--- config.mk ---
export PLATFORM = sky130hd
export DESIGN_NAME = tick_period_meter_flat
export DESIGN_NICKNAME = d
export VERILOG_FILES = /design/src/rtl/tick_period_meter_pkg.sv /design/src/rtl/tick_period_meter_if.sv /design/src/rtl/tick_interval_counter.sv /design/src/rtl/tick_period_meter.sv /design/src/flat_wrapper.sv
export SDC_FILE = /design/constraint.sdc
export NUM_CORES = 1
export LEC_CHECK = 0
export ABC_AREA = 0
export BUFFER_PORTS_ARGS = -buffer_cell sky130_fd_sc_hd__buf_2
export CAP_MARGIN = 20
export CORE_MARGIN = 2
export CORE_UTILIZATION = 44
export CTS_CLUSTER_SIZE = 10
export DETAILED_ROUTE_END_ITERATION = 7
export PLACE_DENSITY = 0.67
export SLEW_MARGIN = 10
export SYNTH_ARGS = -nofsm -noshare
export SYNTH_HDL_FRONTEND = slang
export SYNTH_HIERARCHICAL = 1
export SYNTH_SLANG_ARGS = --single-unit
--- constraint.sdc ---
create_clock -name clk -period 6.6 [get_ports clk]
set_clock_uncertainty 0.15 [all_clocks]
set_input_delay 0.66 -clock clk [delete_from_list [all_inputs] [get_ports clk]]
set_output_delay 0.66 -clock clk [all_outputs]
set_load 0.03 [all_outputs]
--- src/rtl/tick_period_meter_pkg.sv ---
// Shared types and default parameters for the tick period meter.
package tick_period_meter_pkg;

    typedef enum logic [1:0] {
        IDLE   = 2'd0,
        ARMED  = 2'd1,
        TRACK  = 2'd2,
        LOCKED = 2'd3
    } tpm_state_t;

    localparam int          TPM_WIDTH   = 32;
    localparam int unsigned TPM_TIMEOUT = 32'd1 << 20;
    localparam int unsigned TPM_TOL     = 1;

endpackage

--- src/rtl/tick_period_meter_if.sv ---
// Tick input plus period/status output bundle of the tick period meter.
interface tick_period_meter_if
    import tick_period_meter_pkg::*;
#(
    parameter int WIDTH = TPM_WIDTH
);
    logic             x;
    logic [WIDTH-1:0] period_o;
    logic             valid_o;
    logic             ready_i;
    logic             locked_o;
    logic             timeout_o;
    logic             overrun_o;

    modport master (
        input  x, ready_i,
        output period_o, valid_o, locked_o, timeout_o, overrun_o
    );

    modport slave (
        output x, ready_i,
        input  period_o, valid_o, locked_o, timeout_o, overrun_o
    );
endinterface

--- src/rtl/tick_interval_counter.sv ---
// Saturating cycle counter reloaded to 1 on every tick, with timeout compare.
module tick_interval_counter
    import tick_period_meter_pkg::*;
#(
    parameter int          WIDTH   = TPM_WIDTH,
    parameter int unsigned TIMEOUT = TPM_TIMEOUT
) (
    input  logic             clk,
    input  logic             rst_n,
    input  logic             tick,
    output logic [WIDTH-1:0] cnt,
    output logic             at_limit
);
    localparam logic [WIDTH-1:0] LIMIT = WIDTH'(TIMEOUT);

    // On a tick the current value is the measured period; the reload
    // to 1 accounts for the tick cycle itself.
    always_ff @(posedge clk or negedge rst_n) begin
        if (!rst_n) begin
            cnt <= '0;
        end else if (tick) begin
            cnt <= WIDTH'(1);
        end else if (cnt != '1) begin
            cnt <= cnt + 1'b1;
        end
    end

    assign at_limit = (cnt == LIMIT);

endmodule

--- src/rtl/tick_period_meter.sv ---
// Measures cycles between ticks on bus.x, tracks lock and tick-train loss.
// Optional: define TICK_PERIOD_METER_JITTER_EN to accept +/-TOL as a match.
module tick_period_meter
    import tick_period_meter_pkg::*;
#(
    parameter int          WIDTH   = TPM_WIDTH,
    parameter int unsigned TIMEOUT = TPM_TIMEOUT,
    parameter int unsigned TOL     = TPM_TOL
) (
    input  logic                 clk,
    input  logic                 rst_n,
    tick_period_meter_if.master  bus
);
    localparam longint unsigned MAXV = (64'd1 << WIDTH) - 64'd1;

    if (TIMEOUT == 0 || 64'(TIMEOUT) > MAXV || 64'(TOL) > MAXV) begin : g_bad_cfg
        $error("tick_period_meter: TIMEOUT/TOL out of range for WIDTH");
    end

    tpm_state_t       state, state_next;
    logic [WIDTH-1:0] cnt;
    logic             at_limit;
    logic [WIDTH-1:0] prev, prev_next;
    logic             emit;
    logic             match;
    logic             timeout_hit;

    logic [WIDTH-1:0] period;
    logic             valid;
    logic             timeout_p;
    logic             overrun_p;

    tick_interval_counter #(
        .WIDTH   (WIDTH),
        .TIMEOUT (TIMEOUT)
    ) u_cnt (
        .clk      (clk),
        .rst_n    (rst_n),
        .tick     (bus.x),
        .cnt      (cnt),
        .at_limit (at_limit)
    );

`ifdef TICK_PERIOD_METER_JITTER_EN
    localparam logic [WIDTH-1:0] TOL_W = WIDTH'(TOL);
    logic [WIDTH-1:0] diff;
    assign diff  = (cnt >= prev) ? (cnt - prev) : (prev - cnt);
    assign match = (diff <= TOL_W);
`else
    assign match = (cnt == prev);
`endif

    always_ff @(posedge clk or negedge rst_n) begin
        if (!rst_n) begin
            state <= IDLE;
            prev  <= '0;
        end else begin
            state <= state_next;
            prev  <= prev_next;
        end
    end

    always_comb begin
        state_next  = state;
        prev_next   = prev;
        timeout_hit = 1'b0;
        emit        = bus.x && (state != IDLE);
        case (state)
            IDLE: begin
                if (bus.x) state_next = ARMED;
            end
            ARMED: begin
                if (bus.x) begin
                    state_next = TRACK;
                    prev_next  = cnt;
                end
            end
            TRACK: begin
                if (bus.x) begin
                    if (match) state_next = LOCKED;
                    prev_next = cnt;
                end
            end
            LOCKED: begin
                if (bus.x) begin
                    if (!match) state_next = TRACK;
                    prev_next = cnt;
                end
            end
            default: state_next = IDLE;
        endcase
        // Silence long enough to reach TIMEOUT means the train is gone.
        if (state != IDLE && !bus.x && at_limit) begin
            state_next  = IDLE;
            prev_next   = '0;
            timeout_hit = 1'b1;
        end
    end

    // A sample loads when the slot is free or drains in the same cycle;
    // otherwise it is dropped and flagged, but lock tracking still sees it.
    always_ff @(posedge clk or negedge rst_n) begin
        if (!rst_n) begin
            period    <= '0;
            valid     <= 1'b0;
            timeout_p <= 1'b0;
            overrun_p <= 1'b0;
        end else begin
            timeout_p <= timeout_hit;
            overrun_p <= emit && valid && !bus.ready_i;
            if (emit && (!valid || bus.ready_i)) begin
                period <= cnt;
                valid  <= 1'b1;
            end else if (valid && bus.ready_i) begin
                valid <= 1'b0;
            end
        end
    end

    assign bus.period_o  = period;
    assign bus.valid_o   = valid;
    assign bus.locked_o  = (state == LOCKED);
    assign bus.timeout_o = timeout_p;
    assign bus.overrun_o = overrun_p;

endmodule
--- src/flat_wrapper.sv ---
// flat-port wrapper written by rule: the top's interface ports become plain ports
module tick_period_meter_flat import tick_period_meter_pkg::*;
#(
    parameter int          WIDTH   = TPM_WIDTH,
    parameter int unsigned TIMEOUT = TPM_TIMEOUT,
    parameter int unsigned TOL     = TPM_TOL
)
  (clk, rst_n, bus_x, bus_ready_i, bus_period_o, bus_valid_o, bus_locked_o, bus_timeout_o, bus_overrun_o);
  tick_period_meter_if #(.WIDTH(WIDTH)) bus_i ();
  input  logic clk;
  input  logic rst_n;
  input wire logic [$bits(bus_i.x)-1:0] bus_x;
  input wire logic [$bits(bus_i.ready_i)-1:0] bus_ready_i;
  output wire logic [$bits(bus_i.period_o)-1:0] bus_period_o;
  output wire logic [$bits(bus_i.valid_o)-1:0] bus_valid_o;
  output wire logic [$bits(bus_i.locked_o)-1:0] bus_locked_o;
  output wire logic [$bits(bus_i.timeout_o)-1:0] bus_timeout_o;
  output wire logic [$bits(bus_i.overrun_o)-1:0] bus_overrun_o;
  assign bus_i.x = bus_x;
  assign bus_i.ready_i = bus_ready_i;
  assign bus_period_o = bus_i.period_o;
  assign bus_valid_o = bus_i.valid_o;
  assign bus_locked_o = bus_i.locked_o;
  assign bus_timeout_o = bus_i.timeout_o;
  assign bus_overrun_o = bus_i.overrun_o;
  tick_period_meter #(.WIDTH(WIDTH), .TIMEOUT(TIMEOUT), .TOL(TOL)) u_core (.clk(clk), .rst_n(rst_n), .bus(bus_i));
endmodule
==> flow_metrics.py <==
metrics = {
    "outcome": {
        "status": "complete, no violations",
    },
    "setup_path": {
        "startpoint_type": "input pin",
        "timing.rr.start": "u_core/u_cnt/cnt[1]",
        "worst-path-buf-inv": 2,
        "cpPeakStageDelay_ns": 0.79,
        "required_ns": 6.69,
        "cp_slowest_cell": "nor2b_2",
        "crit_chain": "buf_2, o21ai_1, nor2b_2, buf_4, mux2_2",
        "end_kind": "flip-flop",
        "crit_start": "bus_x",
        "arrival_ns": 3.11,
        "crit_family": "buffers and inverters",
        "path_max_fanout": 42,
        "path_class": "input pin to flip-flop",
    },
    "timing": {
        "slew-limit-headroom_pct": 37.7,
        "setup_viol": 0,
        "min_period_ns": 3.02,
        "hold_violations": 0,
        "fmax_mhz": 331,
        "maxSlewViolCount": 0,
        "rsz0062_at_grt": "false",
        "post-route-period-util_pct": 45.8,
        "final.setup.tns_ns": 0,
        "worst_slew_pin_slew_ns": 0.926,
        "timing.hold.ws_ns": 0.117,
    },
    "yosys": {
        "async_flop_share_pct": 100,
        "yosys.area.top_type_share_pct": 53.4,
        "yosysMostFrequentCell": "dfrtp_1",
        "synth_compound_area_share_pct": 12.0,
        "yosys.area.top_type": "dfrtp_1",
        "synthCells": 404,
        "synth_common_cells": "101 x dfrtp_1, 33 x mux2_2, 31 x a22o_1",
        "avgSynthCellArea_um2": 11.7,
        "synthMuxAreaShare_pct": 8.62,
        "synth_edf_count": 0,
        "synthSimpleGateAreaFrac_pct": 13.8,
        "yosys-top-cells-area": "dfrtp_1 53%, mux2_2 7.9%, a22o_1 5.7%",
        "synth-xor-area-share_pct": 8.89,
        "ys_warn_count": 6,
        "synthFlopType": "dfrtp_1",
        "synth_adder_area_share_pct": 0.529,
        "ys_seq_area_share_pct": 53.4,
        "synth_top_family_by_area": "simple AND/OR/NAND/NOR gates",
        "syn_area_um2": 4730,
        "synth_fp_nets": 410,
        "ys_ff_latch": 101,
        "ys_types": 49,
    },
    "floorplan": {
        "die-area_um2": 11600,
        "num_rows": 37,
        "die_x_um": 108,
        "die_h_um": 108,
        "core_um2": 10400,
        "start_util_pct": 45.6,
        "ios": 40,
    },
    "global_route": {
        "grt_max_degree": 59,
        "grt_pass1_vias": 3292,
        "grt_pass1_wl_um": 17400,
        "overflow": 0,
        "antenna_found_initial": 0,
        "grt_use_total_pct": 19.5,
    },
    "clock_tree": {
        "clockRootBuffer": "clkbuf_8",
        "cts_buffer_depth": 2,
        "cts-htree-levels": 3,
        "postCtsSetupRepairBufs": 0,
        "ctsHoldBuffers": 0,
        "clkSinkCount": 101,
        "worstSkewPairLatency_ns": 0.37,
        "ctsResizeCount": 0,
        "cts-buffers-inserted": 9,
        "clk_pin_slew_ns": 0.10,
        "cts_tree": "yes",
    },
    "drt": {
        "route.vias.total": 3399,
        "highest_layer": "met4",
        "wl_met2_um": 4850,
        "vias_per_cell": 5.89,
        "wl_per_cell_um": 18.2,
        "wl_um": 10500,
        "drtIter0Drc": 189,
        "dr.pass1.iters": 4,
        "wl_met3_um": 534,
        "antenna_left": 0,
        "wl_met1_um": 4960,
        "drc": 0,
    },
    "pwr": {
        "p_per_area_nw_per_um2": 221,
        "p_leak_nw": 2.54,
        "peakVddDrop_v": 0.000104,
    },
    "worst_hold_path": {
        "hold_path.class": "input pin to asynchronous set/reset pin",
    },
    "cells_and_area": {
        "fin_nets": 442,
        "synthToLayoutAreaGrowth_pct": 11.4,
        "drive_gt1_share_pct": 23.6,
        "fillCellCount": 966,
        "num_antenna_cells": 0,
    },
    "placement": {
        "gp_congestion": 0.833,
        "port_buffers": 39,
        "hpwl_um": 6950,
    },
    "flow_run": {
        "maxCapViolations": 0,
    },
}
## layer usage
metal	global-route usage (%)	vias up
met5	0	-
met4	6.41	0
met3	4.84	15
met2	29.5	79
met1	27.7	1744
li1	-	1561
## path summary, 6_finish.rpt
path	end	slack [ns]	cells after the start
max	u_core/bus.period_o[16]	3.58	5
min	u_core/prev[10]	0.12	1
max reg2reg	u_core/u_cnt/cnt[25]	3.69	6
min reg2reg	u_core/bus.period_o[5]	0.34	1
max in group asynchronous	u_core/bus.period_o[28]	5.06	2
min in group clk	u_core/bus.period_o[5]	0.34	1
## stage by stage
| step | setup WS [ns] | cell area (um2) | cells | util [%] | total power [mW] |
|---|---|---|---|---|---|
| 6_report | 3.58 | 5270 | 577 | 50.8 | 1.16 |
| 5_1_grt | 3.44 | 5270 | 577 | 50.8 | 1.21 |
| 4_1_cts | 3.65 | 5270 | 577 | 50.8 | 1.18 |
| 3_5_place_dp | 3.26 | 5040 | 561 | 48.6 | 0.733 |
| 3_3_place_gp | 3.36 | 5040 | 561 | 48.6 | 0.731 |
| 2_1_floorplan | 4.25 | 4730 | 404 | - | 0.699 |
## report_power, final
part	switching [mW]	total, mW	internal (mW)
registers	0.0115	0.640	0.628
logic	0.0541	0.0800	0.0259
clock network	0.216	0.443	0.227
total	0.282	1.16	0.881
## cell families after synthesis
group / count (synthesis)
simple gates: 113
fa+ha+maj: 2
mux: 36
xor+xnor: 48
buf+inv: 29
flops: 101
compound gates: 75
## final cells by class
class / count / area [um2] / area share [%]
Timing Repair Buffer: 44 / 235 / 4.46
Multi-Input combinational cell: 274 / 2080 / 39.6
Inverter: 6 / 22.5 / 0.427
Clock buffer: 10 / 138 / 2.61
Tap cell: 136 / 170 / 3.23
Clock inverter: 6 / 92.6 / 1.76
Sequential cell: 101 / 2530 / 48.0
## placed cells by master, fill, tap and decap left out, drive strengths merged, types with 8 or more instances in the layout
master and instances:
mux2 35, nand2 11, dfrtp 101, a21oi 10, buf 44, a22o 32, nand3 9, nor2 27
nor4 11, nand4 19, xor2 24, inv 8, clkbuf 10, xnor2 24
## state kept, by name (all words and copies together), names as in the netlist
register and cells:
u_core/bus.overrun_o 1, u_core/bus.valid_o 1, u_core/bus.timeout_o 1, u_core/u_cnt/cnt 32, u_core/prev 32, u_core/bus.period_o 32
u_core/state 2
Note: power is estimated with default switching activity, not from simulation.
